--- src/rtl/mmp_mixer_tdm.sv ---
// mmp_mixer_tdm: time-multiplexed N-channel signed mixer.
// Captures one frame of samples, mutes and gains on a strobe, then accumulates one channel per
// clock through a single multiplier and saturates the sum to OUT_W bits.
// The result is presented on o_MIX together with a one-cycle o_MIX_STB pulse.
module mmp_mixer_tdm #(
   parameter int unsigned NUM_CH    = 4,
   parameter int unsigned IN_W      = 16,
   parameter int unsigned OUT_W     = 16,
   parameter int unsigned GAIN_W    = 8,
   parameter int unsigned GAIN_FRAC = 5,
   localparam int unsigned CH_W     = (NUM_CH > 1) ? $clog2(NUM_CH) : 1
) (
   input  logic                     i_CLK,
   input  logic                     i_RST,
   input  logic                     i_SMPL_STB,
   input  logic [NUM_CH*IN_W-1:0]   i_SAMPLES,
   input  logic [NUM_CH-1:0]        i_MUTE,
   input  logic                     i_GAIN_WE,
   input  logic [CH_W-1:0]          i_GAIN_CH,
   input  logic [GAIN_W-1:0]        i_GAIN_DT,
   input  logic                     i_OVR_CLR,
   output logic [OUT_W-1:0]         o_MIX,
   output logic                     o_MIX_STB,
   output logic                     o_CLIP,
   output logic                     o_BUSY,
   output logic                     o_OVERRUN
);

   localparam int unsigned PROD_W = IN_W + GAIN_W;
   // One guard bit beyond log2(NUM_CH) so the running sum can never wrap.
   localparam int unsigned ACC_W  = PROD_W + $clog2(NUM_CH) + 1;

   localparam logic [1:0] ST_IDLE = 2'd0;
   localparam logic [1:0] ST_MAC  = 2'd1;
   localparam logic [1:0] ST_SAT  = 2'd2;

   localparam logic [CH_W-1:0]   LAST_IDX   = CH_W'(NUM_CH - 1);
   localparam logic [GAIN_W-1:0] GAIN_UNITY = GAIN_W'(1 << GAIN_FRAC);

   // FSM and datapath state
   logic [1:0]               state_q, state_d;
   logic [CH_W-1:0]          idx_q, idx_d;
   logic signed [ACC_W-1:0]  acc_q, acc_d;

   // Live gain registers and the per-frame snapshot used by the MAC
   logic [GAIN_W-1:0]        gain_q  [NUM_CH];
   logic [GAIN_W-1:0]        gain_d  [NUM_CH];
   logic [GAIN_W-1:0]        gsnap_q [NUM_CH];
   logic [GAIN_W-1:0]        gsnap_d [NUM_CH];

   // Captured frame
   logic [IN_W-1:0]          smp_q [NUM_CH];
   logic [IN_W-1:0]          smp_d [NUM_CH];
   logic [NUM_CH-1:0]        mute_q, mute_d;

   // Output registers
   logic [OUT_W-1:0]         mix_q, mix_d;
   logic                     mix_stb_q, mix_stb_d;
   logic                     clip_q, clip_d;
   logic                     ovr_q, ovr_d;

   // MAC term and saturation results
   logic [IN_W-1:0]          cur_smp;
   logic [GAIN_W-1:0]        cur_gain;
   logic signed [PROD_W-1:0] prod;
   logic signed [PROD_W-1:0] prod_shr;
   logic signed [ACC_W-1:0]  term;
   logic [OUT_W-1:0]         sat_val;
   logic                     sat_clip;

   // Gain register file update; indices outside 0..NUM_CH-1 never match and are dropped.
   always_comb begin
      gain_d = gain_q;
      for (int k = 0; k < NUM_CH; k++) begin
         if (i_GAIN_WE && (i_GAIN_CH == CH_W'(k))) begin
            gain_d[k] = i_GAIN_DT;
         end
      end
   end

   // Scaled, muted term for the channel selected by idx_q (floor rounding via arithmetic shift).
   always_comb begin
      cur_smp  = smp_q[idx_q];
      cur_gain = gsnap_q[idx_q];
      prod     = $signed({{GAIN_W{cur_smp[IN_W-1]}}, cur_smp}) *
                 $signed({{IN_W{cur_gain[GAIN_W-1]}}, cur_gain});
      prod_shr = prod >>> GAIN_FRAC;
      if (mute_q[idx_q]) begin
         term = '0;
      end else begin
         term = $signed({{(ACC_W - PROD_W){prod_shr[PROD_W-1]}}, prod_shr});
      end
   end

   generate
      if (OUT_W >= ACC_W) begin : g_extend
         // Output wide enough for any sum: sign-extend, never clip.
         always_comb begin
            sat_val  = OUT_W'(acc_q);
            sat_clip = 1'b0;
         end
      end else begin : g_clamp
         logic [ACC_W-OUT_W:0] acc_top;
         logic                 in_range;

         // Sum fits iff every bit from the output sign bit upward agrees.
         always_comb begin
            acc_top  = acc_q[ACC_W-1:OUT_W-1];
            in_range = (acc_top == '0) || (acc_top == '1);
            sat_clip = ~in_range;
            if (in_range) begin
               sat_val = acc_q[OUT_W-1:0];
            end else if (acc_q[ACC_W-1]) begin
               sat_val = {1'b1, {(OUT_W-1){1'b0}}};
            end else begin
               sat_val = {1'b0, {(OUT_W-1){1'b1}}};
            end
         end
      end
   endgenerate

   // Frame FSM: capture in IDLE, one MAC per cycle, then saturate and publish.
   always_comb begin
      state_d   = state_q;
      idx_d     = idx_q;
      acc_d     = acc_q;
      smp_d     = smp_q;
      mute_d    = mute_q;
      gsnap_d   = gsnap_q;
      mix_d     = mix_q;
      mix_stb_d = 1'b0;
      clip_d    = 1'b0;
      ovr_d     = ovr_q;

      // Clear first so a same-edge overrun set takes priority below.
      if (i_OVR_CLR) begin
         ovr_d = 1'b0;
      end

      case (state_q)
         ST_IDLE: begin
            if (i_SMPL_STB) begin
               for (int k = 0; k < NUM_CH; k++) begin
                  smp_d[k] = i_SAMPLES[k*IN_W +: IN_W];
               end
               mute_d  = i_MUTE;
               gsnap_d = gain_q;
               acc_d   = '0;
               idx_d   = '0;
               state_d = ST_MAC;
            end
         end
         ST_MAC: begin
            if (i_SMPL_STB) begin
               ovr_d = 1'b1;
            end
            acc_d = acc_q + term;
            if (idx_q == LAST_IDX) begin
               state_d = ST_SAT;
            end else begin
               idx_d = idx_q + CH_W'(1);
            end
         end
         ST_SAT: begin
            if (i_SMPL_STB) begin
               ovr_d = 1'b1;
            end
            mix_d     = sat_val;
            clip_d    = sat_clip;
            mix_stb_d = 1'b1;
            state_d   = ST_IDLE;
         end
         default: begin
            state_d = ST_IDLE;
         end
      endcase
   end

   // State registers with synchronous reset; reset also restores unity gains.
   always_ff @(posedge i_CLK) begin
      if (i_RST) begin
         state_q   <= ST_IDLE;
         idx_q     <= '0;
         acc_q     <= '0;
         mute_q    <= '0;
         mix_q     <= '0;
         mix_stb_q <= 1'b0;
         clip_q    <= 1'b0;
         ovr_q     <= 1'b0;
         for (int k = 0; k < NUM_CH; k++) begin
            gain_q[k]  <= GAIN_UNITY;
            gsnap_q[k] <= GAIN_UNITY;
            smp_q[k]   <= '0;
         end
      end else begin
         state_q   <= state_d;
         idx_q     <= idx_d;
         acc_q     <= acc_d;
         mute_q    <= mute_d;
         mix_q     <= mix_d;
         mix_stb_q <= mix_stb_d;
         clip_q    <= clip_d;
         ovr_q     <= ovr_d;
         gain_q    <= gain_d;
         gsnap_q   <= gsnap_d;
         smp_q     <= smp_d;
      end
   end

   assign o_MIX     = mix_q;
   assign o_MIX_STB = mix_stb_q;
   assign o_CLIP    = clip_q;
   assign o_BUSY    = (state_q != ST_IDLE);
   assign o_OVERRUN = ovr_q;

endmodule

--- config.mk ---
export PLATFORM = sky130hd
export DESIGN_NAME = mmp_mixer_tdm
export DESIGN_NICKNAME = d
export VERILOG_FILES = /design/src/rtl/mmp_mixer_tdm.sv
export SDC_FILE = /design/constraint.sdc
export NUM_CORES = 1
export LEC_CHECK = 0
export ABC_CLOCK_PERIOD_IN_PS = 9500
export CAP_MARGIN = 15
export CORE_MARGIN = 3
export CORE_UTILIZATION = 40
export CTS_CLUSTER_DIAMETER = 100
export DETAILED_ROUTE_END_ITERATION = 6
export PLACE_DENSITY = 0.64
export SYNTH_ARGS = -nofsm -noshare
export SYNTH_HDL_FRONTEND = slang
export SYNTH_SLANG_ARGS = --single-unit
--- constraint.sdc ---
create_clock -name i_CLK -period 9.5 [get_ports i_CLK]
set_clock_uncertainty 0.1 [all_clocks]
set_input_delay 0.95 -clock i_CLK [delete_from_list [all_inputs] [get_ports i_CLK]]
set_output_delay 0.95 -clock i_CLK [all_outputs]
set_load 0.05 [all_outputs]
==> flow_summary.ini, run 1 <==
[run_status]
outcome = complete, no violations

[clocking]
htree_levels = 4
clk_pin_slew_ns = 0.08
cts_resized = 0
cts_tree = done
cts_setup_buffers = 0
root_buffer = clkbuf_16
cts_hold_buffers = 0
clk_latency_ns = 0.44
clockBufferDepth = 2
cts_made_buffers = 17
cts_sinks = 182

[worst_setup_path]
r2r-end = acc_q[26]
crit_type = reg -> reg
reg2reg_slack_ns = 1.07
critPathLaunch = idx_q[0]
arrival_ns = 8.66
slowest_stage = dfxtp_2
critPathMaxFanout = 20
setup.worst_path.end = acc_q[26]
endpoint_kind = register
cp-start-kind = register
critPathMaxStageDelay_ns = 0.74
reg2reg_from = idx_q[0]
required_ns = 9.73
r2r_cells = 29

[finish]
syn_to_final_growth_pct = 15.5
drive_above_1_share_pct = 6.25
nets = 1825
final_cell_mix = nand2_1 (286), dfxtp_1 (181), a21oi_1 (165)
final_util_pct = 47.1
layout_commonest_cell = nand2_1
diodes = 0

[synthesis]
synth_cells = 1514
async_reset_ff_share_pct = 0
synth_warnings = 0
syn_area_per_cell_um2 = 8.52
seq_area_frac_synth_pct = 28.2
synth_edf_count = 0
synth_nets = 1768
synthFlopType = dfxtp_1
ys_ff_latch = 182
yosysUniqueCellTypes = 77
synth.cell_area_um2 = 12900

[grt]
antenna_found_initial = 0
grt-ovfl-total = 0
grt_use_total_pct = 17.9
grt_pass1_wl_mm = 50.3
grt_max_degree = 101
grt_pass1_vias = 10000

[sta]
slew_viol_final = 0
tightest_slew_ns = 1.02
period_share_pct = 88.7
fin_crit_ns = 8.43
fin_tns_setup_ns = 0
setup_viol = 0
rsz0062_at_grt = no
slew_headroom_pct = 31.9
timing.fmax_mhz = 119
hold_viol = 0

[drt]
drcViolationCount = 0
vias = 10400
ant_nets = 0
routedWlPerCell_um = 15.4
drtIter0Drc = 731
wl_mm = 30.6
avgViaCountPerCell = 5.22
dr.pass1.iters = 5

[floorplanning]
ios = 103
num_rows = 65
dieArea_um2 = 34500
fp.dieW_um = 186
initial_core_util_pct = 40.8
die-height_um = 186
core-area_um2 = 31600

[hold_path]
holdPathStages = 2
hp-class = reg -> reg

[place]
numPortBuffers = 102
dp_hpwl_mm = 23.2
gp_routability_congestion = 0.894

[power]
ir_worst_vdd_v = 0.000127
leakagePower_nw = 6.46
power.density_nw_per_um2 = 141

[job]
drv_cap = 0
area by class of cell:
cell class                 count  area, µm²
inverter                     141        532
timing repair buffer         114       1130
fill                        3037      16700
clock buffer                  17        425
multi-input combinational   1115       8450
clock inverter                15        220
tap                          402        503
sequential                   182       3640
through the flow:
step / hold slack [ns] / setup WS [ns] / power [W] / cells / instance area [µm²]
floorplan: 0.331 / 0.940 / 0.00120 / 1514 / 12900
global placement: 0.337 / 1.15 / 0.00134 / 1952 / 14200
detailed placement: 0.343 / 1.07 / 0.00135 / 1952 / 14200
CTS: 0.357 / 1.06 / 0.00212 / 1984 / 14900
global route: 0.372 / 0.500 / 0.00222 / 1986 / 14900
finish: 0.354 / 1.07 / 0.00210 / 1986 / 14900
cell usage after synthesis (3+ instances only):
library cell | number | area share [%]
a211o_1 | 7 | 0.48
a211oi_1 | 17 | 0.99
a21o_1 | 20 | 1.2
a21oi_1 | 165 | 6.4
a22oi_1 | 19 | 1.1
a31oi_1 | 3 | 0.15
and2_1 | 86 | 4.2
and3_1 | 8 | 0.39
and4_1 | 3 | 0.20
buf_1 | 7 | 0.20
clkbuf_1 | 67 | 1.9
dfxtp_1 | 182 | 28
fa_1 | 103 | 16
ha_1 | 68 | 6.6
inv_1 | 140 | 4.1
mux2i_1 | 18 | 1.4
mux4_2 | 24 | 4.2
nand2_1 | 287 | 8.3
nand2b_1 | 11 | 0.53
nand3_1 | 17 | 0.66
nand3b_1 | 9 | 0.52
nand4_1 | 4 | 0.19
nor2_1 | 100 | 2.9
nor2b_1 | 7 | 0.34
nor3_1 | 13 | 0.50
o211ai_1 | 3 | 0.17
o21a_1 | 4 | 0.23
o21ai_0 | 13 | 0.50
o21ai_1 | 6 | 0.23
o21bai_1 | 6 | 0.35
o22ai_1 | 3 | 0.15
or2_2 | 5 | 0.24
or3_1 | 6 | 0.29
xnor2_1 | 20 | 1.4
xor2_1 | 15 | 1.0
per-layer routing:
layer | vias to the layer above | GRT usage, % | wire [µm]
met3 | 35 | 2.38 | 1030
met4 | 0 | 4.44 | 488
met5 | - | 0 | 0
met2 | 168 | 28.9 | 14600
li1 | 5128 | - | -
met1 | 5039 | 25.5 | 14500
cell families (layout without fill, tap and decap cells):
group           after synthesis  after routing  share of synthesized area (%)
compound gates              296            296                           14.3
xor+xnor                     35             35                           2.38
fa+ha+maj                   171            171                           22.6
buf+inv                     217            287                           6.35
flops                       182            182                           28.2
mux                          46             46                           5.96
simple gates                567            567                           20.2
how the worst min path moves through the flow:
stage | endpoint | start
after floorplan | gsnap_q[24] | gain_q[24]
after global placement | gsnap_q[7] | gain_q[7]
after detailed placement | gsnap_q[25] | gain_q[25]
after CTS | smp_q[21] | smp_q[21]
after global routing | smp_q[23] | smp_q[23]
final | smp_q[22] | smp_q[22]
flip-flops by register name, indices dropped and copies added, names as in the netlist:
register / cells
gsnap_q: 32
acc_q: 27
o_OVERRUN: 1
state_q: 2
o_MIX_STB: 1
gain_q: 32
o_MIX: 16
smp_q: 64
idx_q: 2
o_CLIP: 1
mute_q: 4
power breakdown:
part,internal [W],total (W),switching [W]
logic,0.000198,0.000502,0.000304
registers,0.000802,0.000832,0.0000306
clock network,0.000374,0.000768,0.000394
critical path, delay by kind of cell, from the launching register on:
family                   cells  cell delay (ns)
AO/OA/AOI/OAI               10             2.22
XOR/XNOR                     1             0.16
adder cells (fa/ha/maj)      6             2.82
buffers and inverters        3             0.44
flip-flops                   1             0.74
multiplexers                 2             0.76
AND/OR/NAND/NOR              7             1.04
(Power assumes the default switching activity.)
==> run 2, diff against run 1 <==
--- a/config.mk
+++ b/config.mk
@@ -11,7 +11,9 @@
 export CORE_UTILIZATION = 40
 export CTS_CLUSTER_DIAMETER = 100
 export DETAILED_ROUTE_END_ITERATION = 6
+export MAX_ROUTING_LAYER = met4
 export PLACE_DENSITY = 0.64
+export SKIP_LAST_GASP = 1
 export SYNTH_ARGS = -nofsm -noshare
 export SYNTH_HDL_FRONTEND = slang
 export SYNTH_SLANG_ARGS = --single-unit
==> run 2 against run 1 <==
Largest cell class unchanged; sequential share of layout area barely moved; wire length barely moved; sequential cell count did not move; sequential power barely moved; largest power group unchanged; core utilization barely moved; fmax fell by 0.28%; cell count did not move.
==> flow_summary.ini, run 2 (synthesis results as in run 1) <==
[run_status]
outcome = complete, no violations

[finish]
syn_to_final_growth_pct = 15.5
layout_commonest_cell = nand2_1
largest_reg_flops = 64
final_cell_mix = nand2_1 (286), dfxtp_1 (181), a21oi_1 (165)
drive_above_1_share_pct = 6.25
final_util_pct = 47.1
reg.largest.list = smp_q x64, gain_q x32, gsnap_q x32
regMostFlops = smp_q
nets = 1825
diodes = 0

[sta]
fin_crit_ns = 8.45
tightest_slew_ns = 1.03
rsz0062_at_grt = no
timing.fmax_mhz = 118
period_share_pct = 89.0
hold_viol = 0
hold_ws_ns = 0.355
slew_headroom_pct = 31.5
slew_viol_final = 0
setup_viol = 0
fin_tns_setup_ns = 0

[drt]
avgViaCountPerCell = 5.22
wl_met2_mm = 14.5
routedWlPerCell_um = 15.4
met3WireLength_um = 943
drcViolationCount = 0
wl_mm = 30.6
drtIter0Drc = 778
vias = 10400
ant_nets = 0
dr.pass1.iters = 5
top_layer = met4
met1Wirelength_mm = 14.6

[grt]
grt_pass1_vias = 10000
grt-ovfl-total = 0
grt_use_total_pct = 18.4
grt_pass1_wl_mm = 50.3
grt_max_degree = 101
antenna_found_initial = 0

[hold_path]
min_to = smp_q[22]
min_from = smp_q[22]
holdPathStages = 2
hp-class = reg -> reg

[clocking]
cts_made_buffers = 17
cts_tree = done
cts_sinks = 182
clk_latency_ns = 0.45
clk_pin_slew_ns = 0.08
cts_hold_buffers = 0
cts_resized = 0
cts_setup_buffers = 0
clockBufferDepth = 2
root_buffer = clkbuf_16
htree_levels = 4

[power]
power.total_w = 0.00211
comb_power_share_pct = 24.0
leakagePower_nw = 6.46
ir_worst_vdd_v = 0.000129
switching_share_pct = 34.7
p_switching_w = 0.000733
power.density_nw_per_um2 = 141
intPower_w = 0.00138
p_clk_share_pct = 36.6
p_seq_share_pct = 39.5

[place]
dp_hpwl_mm = 23.2
gp_routability_congestion = 0.914
numPortBuffers = 102

[floorplanning]
initial_core_util_pct = 40.8
core-area_um2 = 31600
ios = 103
fp.dieW_um = 186
die-height_um = 186
num_rows = 65
dieArea_um2 = 34500

[worst_setup_path]
crit_type = reg -> reg
critPathMaxStageDelay_ns = 0.74
reg2reg_from = idx_q[0]
required_ns = 9.73
cp-start-kind = register
slowest_stage = dfxtp_2
endpoint_kind = register
r2r_cells = 29
arrival_ns = 8.68
reg2reg_slack_ns = 1.05
critPathMaxFanout = 20
r2r-end = acc_q[26]

[job]
drv_cap = 0
run 2: cell count changes in the layout (fill, tap and decap cells not counted):
cell / delta
buf_4: -1
buf_6: +1
run 2: final cells by class:
cell class | instances | area [µm²]
clock buffers | 17 | 425
fillers | 3038 | 16700
multi-input cells | 1115 | 8450
clock inverters | 15 | 220
well taps | 402 | 503
flip-flops and latches | 182 | 3640
inverters | 141 | 532
repair buffers | 114 | 1130
run 2: routing by layer:
layer | up-vias | track usage (%)
li1 | 5125 | -
met1 | 5024 | 25.5
met2 | 188 | 29.0
met3 | 33 | 2.46
met4 | 0 | 4.35
met5 | - | -
run 2: stage by stage:
step	cell area (µm²)	instances	setup WS, ns
floorplan	12900	1514	0.940
global placement	14200	1952	1.15
detailed placement	14200	1952	1.07
CTS	14900	1984	1.06
global route	14900	1986	0.500
finish	14900	1986	1.05
run 2: worst max-delay path by stage:
stage | endpoint | startpoint | cells past startpoint
finish | acc_q[26] | idx_q[0] | 29
global route | acc_q[23] | idx_q[0] | 30
CTS | acc_q[26] | idx_q[0] | 29
detailed placement | acc_q[26] | idx_q[0] | 29
global placement | acc_q[26] | idx_q[0] | 30
floorplan | acc_q[26] | idx_q[0] | 32
run 2: power groups by stage:
| stage | Combinational [W] | Clock (W) | Sequential (W) |
|---|---|---|---|
| global route | 0.000568 | 0.000815 | 0.000838 |
| floorplan | 0.000366 | 0 | 0.000836 |
| CTS | 0.000502 | 0.000786 | 0.000833 |
| finish | 0.000505 | 0.000771 | 0.000833 |
| global placement | 0.000489 | 0 | 0.000850 |
| detailed placement | 0.000499 | 0 | 0.000850 |
run 2: critical path, delay by kind of cell (launching register included):
family,cells,cell delay (ns)
compound gates,10,2.23
xor+xnor,1,0.16
fa+ha+maj,6,2.82
buf+inv,3,0.44
flops,1,0.74
mux,2,0.76
simple gates,7,1.04
